## src/rtl/vrf_read_responder.sv

```systemverilog
// vrf_read_responder
// Responder end of the VRF read-request channel. Each accepted request is
// issued to a fixed-latency SRAM bank in the same cycle. The request tags ride
// a tag pipeline that runs alongside the SRAM read, and the returning data is
// paired with its tags in a response FIFO. Admission is credit based: a request
// is accepted only while a FIFO slot is guaranteed for it. Because of this the
// tag pipeline never stalls and the FIFO never overflows.
//
// Optional build macro: VRF_READ_RESP_BYPASS_EN
//   When it is defined and the FIFO is empty, an arriving read is presented on
//   the response port in its arrival cycle. It skips the FIFO if the response
//   fires in that same cycle.
//
// Ports
//   clock, reset                     clock; synchronous active-high reset
//   io_req_ready / io_req_valid      request handshake
//   io_req_bits_vs, _offset          register index and element-group offset
//   io_req_bits_readSource           requester tag, echoed back unchanged
//   io_req_bits_instructionIndex     instruction tag, echoed back unchanged
//   io_sram_readEn, io_sram_addr     SRAM read strobe and address {vs, offset}
//   io_sram_readData                 valid READ_LATENCY cycles after readEn
//   io_resp_ready / io_resp_valid    response handshake
//   io_resp_bits_*                   read data plus echoed tags

module vrf_read_responder #(
    parameter int DATA_WIDTH   = 32,
    parameter int READ_LATENCY = 2,
    parameter int RESP_DEPTH   = 4
) (
    input  logic                  clock,
    input  logic                  reset,
    output logic                  io_req_ready,
    input  logic                  io_req_valid,
    input  logic [4:0]            io_req_bits_vs,
    input  logic [7:0]            io_req_bits_offset,
    input  logic [3:0]            io_req_bits_readSource,
    input  logic [2:0]            io_req_bits_instructionIndex,
    output logic                  io_sram_readEn,
    output logic [12:0]           io_sram_addr,
    input  logic [DATA_WIDTH-1:0] io_sram_readData,
    input  logic                  io_resp_ready,
    output logic                  io_resp_valid,
    output logic [DATA_WIDTH-1:0] io_resp_bits_data,
    output logic [3:0]            io_resp_bits_readSource,
    output logic [2:0]            io_resp_bits_instructionIndex
);

    localparam int CW = $clog2(RESP_DEPTH + 1);
    localparam int PW = (RESP_DEPTH > 1) ? $clog2(RESP_DEPTH) : 1;
    localparam logic [CW-1:0] C_FULL = CW'(RESP_DEPTH);
    localparam logic [PW-1:0] P_LAST = PW'(RESP_DEPTH - 1);

    logic [CW-1:0]         r_credits;
    logic [CW-1:0]         r_count;
    logic [PW-1:0]         r_wr_ptr;
    logic [PW-1:0]         r_rd_ptr;

    logic                  r_tag_vld [READ_LATENCY];
    logic [3:0]            r_tag_rs  [READ_LATENCY];
    logic [2:0]            r_tag_ii  [READ_LATENCY];

    logic [DATA_WIDTH-1:0] r_fifo_data [RESP_DEPTH];
    logic [3:0]            r_fifo_rs   [RESP_DEPTH];
    logic [2:0]            r_fifo_ii   [RESP_DEPTH];

    logic                  w_req_fire;
    logic                  w_arrive;
    logic                  w_fifo_empty;
    logic                  w_bypass;
    logic                  w_resp_fire;
    logic                  w_push;
    logic                  w_pop;

    // Request side: readiness depends only on credits, never on io_req_valid.
    assign io_req_ready   = (r_credits != '0) & ~reset;
    assign w_req_fire     = io_req_valid & io_req_ready;
    assign io_sram_readEn = w_req_fire;
    assign io_sram_addr   = {io_req_bits_vs, io_req_bits_offset};

    assign w_arrive     = r_tag_vld[READ_LATENCY-1];
    assign w_fifo_empty = (r_count == '0);

`ifdef VRF_READ_RESP_BYPASS_EN
    assign w_bypass = w_arrive & w_fifo_empty;
`else
    assign w_bypass = 1'b0;
`endif

    assign io_resp_valid                 = ~w_fifo_empty | w_bypass;
    assign io_resp_bits_data             = w_bypass ? io_sram_readData : r_fifo_data[r_rd_ptr];
    assign io_resp_bits_readSource       = w_bypass ? r_tag_rs[READ_LATENCY-1] : r_fifo_rs[r_rd_ptr];
    assign io_resp_bits_instructionIndex = w_bypass ? r_tag_ii[READ_LATENCY-1] : r_fifo_ii[r_rd_ptr];

    assign w_resp_fire = io_resp_valid & io_resp_ready;
    // A bypassed response that fires never occupies a slot. Its credit still
    // comes back through w_resp_fire.
    assign w_pop       = w_resp_fire & ~w_fifo_empty;
    assign w_push      = w_arrive & ~(w_bypass & io_resp_ready);

    always_ff @(posedge clock) begin
        if (reset) begin
            r_credits <= C_FULL;
        end else begin
            case ({w_req_fire, w_resp_fire})
                2'b10:   r_credits <= r_credits - CW'(1);
                2'b01:   r_credits <= r_credits + CW'(1);
                default: r_credits <= r_credits;
            endcase
        end
    end

    // Tag pipeline valid bits. Clearing them on reset drops in-flight reads, so
    // any data the SRAM returns late is never captured.
    always_ff @(posedge clock) begin
        if (reset) begin
            for (int i = 0; i < READ_LATENCY; i++) begin
                r_tag_vld[i] <= 1'b0;
            end
        end else begin
            r_tag_vld[0] <= w_req_fire;
            for (int i = 1; i < READ_LATENCY; i++) begin
                r_tag_vld[i] <= r_tag_vld[i-1];
            end
        end
    end

    always_ff @(posedge clock) begin
        r_tag_rs[0] <= io_req_bits_readSource;
        r_tag_ii[0] <= io_req_bits_instructionIndex;
        for (int i = 1; i < READ_LATENCY; i++) begin
            r_tag_rs[i] <= r_tag_rs[i-1];
            r_tag_ii[i] <= r_tag_ii[i-1];
        end
    end

    always_ff @(posedge clock) begin
        if (reset) begin
            r_wr_ptr <= '0;
            r_rd_ptr <= '0;
            r_count  <= '0;
        end else begin
            if (w_push) begin
                r_wr_ptr <= (r_wr_ptr == P_LAST) ? '0 : r_wr_ptr + PW'(1);
            end
            if (w_pop) begin
                r_rd_ptr <= (r_rd_ptr == P_LAST) ? '0 : r_rd_ptr + PW'(1);
            end
            case ({w_push, w_pop})
                2'b10:   r_count <= r_count + CW'(1);
                2'b01:   r_count <= r_count - CW'(1);
                default: r_count <= r_count;
            endcase
        end
    end

    always_ff @(posedge clock) begin
        if (w_push) begin
            r_fifo_data[r_wr_ptr] <= io_sram_readData;
            r_fifo_rs[r_wr_ptr]   <= r_tag_rs[READ_LATENCY-1];
            r_fifo_ii[r_wr_ptr]   <= r_tag_ii[READ_LATENCY-1];
        end
    end

endmodule

```

## config.mk

```make
export PLATFORM = sky130hd
export DESIGN_NAME = vrf_read_responder
export DESIGN_NICKNAME = d
export VERILOG_FILES = /design/src/rtl/vrf_read_responder.sv
export SDC_FILE = /design/constraint.sdc
export NUM_CORES = 1
export LEC_CHECK = 0
export ABC_AREA = 1
export CAP_MARGIN = 20
export CORE_MARGIN = 8
export CORE_UTILIZATION = 40
export DETAILED_ROUTE_END_ITERATION = 16
export GPL_ROUTABILITY_DRIVEN = 0
export PLACE_DENSITY_LB_ADDON = 0.15
export SYNTH_ARGS = -nofsm -noshare
export SYNTH_HDL_FRONTEND = slang
export SYNTH_SLANG_ARGS = --single-unit
```

## constraint.sdc

```tcl
create_clock -name clock -period 1.75 [get_ports clock]
set_input_delay 0.2625 -clock clock [delete_from_list [all_inputs] [get_ports clock]]
set_output_delay 0.2625 -clock clock [all_outputs]
set_load 0.005 [all_outputs]
```

==> metrics, run 1 <==
run status=finished with violations; failing checks=negative setup slack; drt first pass iters=4; worst-path maximum fanout=13; slowest cell on the critical path=dfxtp_4; CTS Buffer Depth=2; Post-Syn Nets=563; Boundary Pins=111; Worst Skew=0.00790 ns; vias per cell=5.02; minimum clock period=1.90 ns; Avg WL per Cell=18.8 um; GR Layer Usage met2=25.2%; Core ar.=17100 um2; CTS H-tree depth=4; critical-path cell list=bufbuf_16, o21ai_0, o22ai_1, dlygate4sd2_1; GRT overflow=0; Final Core Density=54.5%; commonest non-fill, non-tap cell in the layout=edfxtp_1; Starting Density=40.3%; antenna-violating nets left=0; final period utilization=108%; Seq/Total Area, Yosys=76.3%; commonest register cell after synthesis=edfxtp_1; final std cells w/o fill=858; number of CTS-inserted buffers=17; Avg Inst Size Synth=13.8 um2; ratio of cells with drive above 1 in the final layout=30.8%; Post-synth EDFFs=156; Worst Path Buf+Inv=2; worst hold path type=primary input to register; cells after synthesis=498; Final Routed Wirelength=16.2 mm; post-synth top area share=68.1%; largest net degree at the start of global routing=27; drt drc=0; Slew Limit Fails=0; vias in the first global route=4460; Rel. slew slack=80.1%; dpl hpwl=9.13 mm; PwrDens=1460 nW/um2; Max Freq=527 MHz; Max rail drop VDD=0.000782 V; Post-Place Cell Area=8150 um2; GR peak layer=met2; Clock Sinks=184; Synth Register Bits=184; Die X=147 um; First DRT Iteration DRCs=277; leakage power=3.33 nW; RSZ-0062 raised after global routing=yes; Final WS setup=-0.149 ns; M1 GR Usage=18.4%; Synth area leaders=edfxtp_1, dfxtp_1, o21ai_0; Cells after DPL=804; Die Y-Extent=147 um; Layout area overhead=35.2%; n_diodes=0; CP arrival=1.64 ns; worst path required time=1.49 ns; # Max-Cap Violations=0; synthesized area=6880 um2; CTS tree=done; most frequent cells in the layout=edfxtp_1, nor2_1, clkdlybuf4s50_1, buf_2, o21ai_0; Least-Margin Pin Slew=0.298 ns; nets=685; CP peak stage delay=0.39 ns; Setup TNS=-2.71 ns; Yosys warning count=0; Synth area leader=edfxtp_1; clock transition at the registers of the reported paths=0.06 ns; CTS Root Cell=clkbuf_16; Final Hold Fails=0; total number of vias=4304; first-pass GRT wire length=25.0 mm; Synth cell types=25; Die ar.=21600 um2; Setup CP Type=register to output pin; site row count=48; total track usage=15.2%; Async SR Flop Fraction=0%; initial antenna violation count=0; CP top delay family=buffers and inverters; clock insertion delay at the later pin of the skew report=0.42 ns; PortBufs=84; fin area=9290 um2; final setup fails=33; Hold Slack=0.281 ns; crit path launch type=register; capturing element type of the critical path=output pin; met3 Use GR=4.77%
-- stage by stage --
step           power, mW  setup WS, ns
6_report            13.6        -0.149
5_1_grt             14.3        -0.216
4_1_cts             13.7        -0.223
3_5_place_dp        9.06        -0.303
3_3_place_gp        8.96        -0.206
2_1_floorplan       6.93       0.00185
-- cell families (layout without fill, tap and decap cells) --
group	count (synthesis)	in the layout	synth area share [%]
DFF	184	184	76.3
AOI/OAI and AO/OA	131	131	10.3
and+or+nand+nor	109	109	6.26
buffers and inverters	65	200	5.33
adders and majority gates	9	9	1.86
-- cell usage after synthesis, types with 3 or more instances --
library cell	count
a21oi_1	8
buf_2	9
buf_4	14
buf_6	6
clkbuf_1	4
clkbuf_2	3
dfxtp_1	28
edfxtp_1	156
ha_1	7
inv_1	25
nand2_1	14
nand3_1	6
nor2_1	83
o21ai_0	81
o22ai_1	39
-- worst paths after layout --
path | start | to | slack (ns) | cells after the start
hold / removal | io_req_bits_readSource[0] | r_tag_rs[0][0]$_DFF_P_ | 0.28 | 1
setup reg to reg | r_credits[1]$_SDFFE_PP0P_ | r_credits[1]$_SDFFE_PP0P_ | 0.06 | 9
setup / recovery | register | io_resp_bits_data[14] | -0.15 | 4
hold reg to reg | r_tag_rs[0][2]$_DFF_P_ | r_tag_rs[0][6]$_DFF_P_ | 0.33 | 0
-- cell type report --
class	instances	area [um2]
clock buffers	26	532
clock inverters	6	60.1
fillers	1396	7760
inverters	27	118
multi-input cells	249	1560
flip-flops and latches	184	5260
well taps	225	282
repair buffers	141	1490
-- state kept, by name, summed over array words and instances (netlist names), named ones only --
register and flops:
r_fifo_data 128, r_fifo_rs 16, r_fifo_ii 12, r_tag_rs 8, r_tag_ii 6, r_count 3
r_credits 3, r_rd_ptr 2, r_tag_vld 2, r_wr_ptr 2
-- per-layer routing --
| metal | vias to the layer above | share of wire [%] |
|---|---|---|
| met5 | - | 0 |
| met4 | 0 | 1.3 |
| met1 | 2118 | 44 |
| met2 | 111 | 49 |
| li1 | 2054 | - |
| met3 | 21 | 5.2 |
-- where the power goes --
part           switching (mW)  internal [mW]  leakage, nW
Clock                    1.53           2.24        0.291
Combinational            2.37           2.36         1.40
Sequential              0.143           4.96         1.64
-- worst reg2reg max path: stages, from the launching register on --
cell and delay (ns):
dfxtp_2 0.34, inv_2 0.05, a31oi_4 0.19, nand2_2 0.08
buf_6 0.12, ha_4 0.16, inv_4 0.05, fa_2 0.43
o21ai_2 0.12, a21oi_1 0.04
-- repair_timing --
item / in CTS / in global routing
resized for setup: 262 / 49
pin swaps: 42 / 31
setup endpoints to repair: 43 / 44
setup buffers: 13 / 3
cloned: 10 / 1
hold buffers: 0 / 0
(Power assumes the default switching activity.)
==> inputs of run 2 (changes only) <==
--- a/config.mk
+++ b/config.mk
@@ -7,8 +7,10 @@
 export LEC_CHECK = 0
 export ABC_AREA = 1
 export CAP_MARGIN = 20
+export CELL_PAD_IN_SITES_DETAIL_PLACEMENT = 1
+export CELL_PAD_IN_SITES_GLOBAL_PLACEMENT = 1
 export CORE_MARGIN = 8
-export CORE_UTILIZATION = 40
+export CORE_UTILIZATION = 39
 export DETAILED_ROUTE_END_ITERATION = 16
 export GPL_ROUTABILITY_DRIVEN = 0
 export PLACE_DENSITY_LB_ADDON = 0.15
==> constraint.sdc (replaced) <==
create_clock -name clock -period 1.71 [get_ports clock]
set_input_delay 0.2565 -clock clock [delete_from_list [all_inputs] [get_ports clock]]
set_output_delay 0.2565 -clock clock [all_outputs]
set_load 0.005 [all_outputs]
==> metrics, run 2 (synthesis results as in run 1) <==
run status=finished with violations; failing checks=negative setup slack; Worst Skew=0.00764 ns; RSZ-0062 raised after global routing=yes; Least-Margin Pin Slew=0.371 ns; Avg WL per Cell=20.7 um; Max Freq=517 MHz; Starting Density=39.7%; final setup fails=39; worst hold path type=primary input to register; drt first pass iters=4; P_int=9.74 mW; initial antenna violation count=1; ratio of cells with drive above 1 in the final layout=37.2%; vias per cell=5.11; site row count=48; GRT overflow=0; r2r startpoint=r_count[2]$_SDFFE_PP0P_; commonest non-fill, non-tap cell in the layout=edfxtp_1; nets=689; net switching power=4.51 mW; total number of vias=4407; final period utilization=113%; CTS tree=done; PortBufs=84; total track usage=15.8%; crit path to=io_resp_bits_data[29]; # Max-Cap Violations=0; PwrDens=1510 nW/um2; Final Core Density=54.7%; Top Registers=r_fifo_data x128, r_fifo_rs x16, r_fifo_ii x12; CTS Buffer Depth=2; CP arrival=1.68 ns; slowest cell on the critical path=dfxtp_4; Layout area overhead=37.6%; Setup WS pre-CTS=-0.336 ns; clock insertion delay at the later pin of the skew report=0.42 ns; worst hold stages=1; worst-path maximum fanout=7; dpl hpwl=9.83 mm; fillers=1679; CP peak stage delay=0.36 ns; minimum clock period=1.93 ns; First DRT Iteration DRCs=206; number of flip-flops in the largest register=128; Gate power share=37.7%; Core ar.=17300 um2; Die ar.=22100 um2; Clk pwr share=25.8%; CTS H-tree depth=4; Worst path most repeated cell=buf_12; Rel. slew slack=75.3%; antenna-violating nets left=0; share of power burned in registers=36.5%; leakage power=3.37 nW; most frequent cells in the layout=edfxtp_1, nor2_1, clkdlybuf4s50_1, buf_2, o21ai_1; Final WS setup=-0.223 ns; capturing element type of the critical path=output pin; Final Routed Wirelength=17.8 mm; Die X=149 um; Die Y-Extent=149 um; Biggest register=r_fifo_data; vias in the first global route=4695; final std cells w/o fill=862; drt drc=0; Clock Sinks=184; Boundary Pins=111; switching share of power=31.7%; critical-path cell list=buf_12, buf_8, buf_12, buf_4, o21ai_4, o22ai_2, buf_2; Cells after DPL=802; FF-to-FF End=r_credits[1]$_SDFFE_PP0P_; Post-CTS Hold Buffers=0; n_diodes=0; Max rail drop VDD=0.000852 V; largest net degree at the start of global routing=23; Worst Reg-to-Reg Cells=8; Final Hold Fails=0; Setup CP Type=register to output pin; crit path launch type=register; Slew Limit Fails=0; CTS Root Cell=clkbuf_16; total power=14.3 mW; first-pass GRT wire length=26.4 mm; FF-to-FF setup slack=0.04 ns; clock transition at the registers of the reported paths=0.07 ns; number of CTS-inserted buffers=17; worst path required time=1.45 ns
## run 2: through the flow
| step | cell area (um2) | setup TNS, ns | hold WS (ns) |
|---|---|---|---|
| 5_1_grt | 9460 | -7.50 | 0.260 |
| 3_5_place_dp | 8120 | -3.25 | 0.313 |
| 2_1_floorplan | 6900 | 0 | 0.284 |
| 4_1_cts | 9160 | -6.89 | 0.253 |
| 3_3_place_gp | 8120 | -2.43 | 0.311 |
| 6_report | 9460 | -4.78 | 0.275 |
## run 2: critical path, delay by kind of cell, from the launching register on
kind	cells	cell delay, ns
AOI/OAI and AO/OA	2	0.20
buffers and inverters	5	0.69
DFF	1	0.36
## run 2: final cells by class
type | count | area (um2) | share of cell area [%]
Inverter | 27 | 135 | 1.43
Timing Repair inverter | 1 | 16.3 | 0.172
Tap cell | 225 | 282 | 2.98
Sequential cell | 184 | 5260 | 55.6
Clock buffer | 18 | 429 | 4.54
Timing Repair Buffer | 144 | 1520 | 16.1
Multi-Input combinational cell | 249 | 1700 | 17.9
Clock inverter | 14 | 124 | 1.31
## run 2: timing repair
| action | in CTS | in global routing |
|---|---|---|
| endpoints found under the setup margin | 43 | 45 |
| setup buffers | 15 | 7 |
| resized for setup | 279 | 91 |
| gates cloned | 9 | 3 |
| pin swaps | 32 | 21 |
## run 2: routing by layer
layer  track usage, %  share of wire (%)  vias to the layer above  wire length, um
met5                0              0.073                        -               13
met1             19.3                 43                     2246             7760
met4             5.15               0.90                        2              161
met2             26.9                 51                       75             9160
met3             4.25                4.2                       18              753
li1                 -                  -                     2066                -
## run 2: worst min-delay path by stage
stage                                     from                      to
6_report             io_req_bits_readSource[2]  r_tag_rs[0][2]$_DFF_P_
5_1_grt              io_req_bits_readSource[0]  r_tag_rs[0][0]$_DFF_P_
4_1_cts              io_req_bits_readSource[3]  r_tag_rs[0][3]$_DFF_P_
3_5_place_dp            r_tag_ii[0][2]$_DFF_P_  r_tag_ii[0][5]$_DFF_P_
3_3_place_gp            r_tag_rs[0][0]$_DFF_P_  r_tag_rs[0][4]$_DFF_P_
2_1_floorplan  io_req_bits_instructionIndex[0]  r_tag_ii[0][0]$_DFF_P_
## run 2: power by group through the flow
stage	logic, mW	registers, mW	clock network [mW]
after floorplan	1.88	5.23	0
final	5.38	5.21	3.67
after CTS	4.87	5.19	3.76
after global placement	3.88	5.27	0
after global routing	5.82	5.23	3.93
after detailed placement	4.01	5.28	0
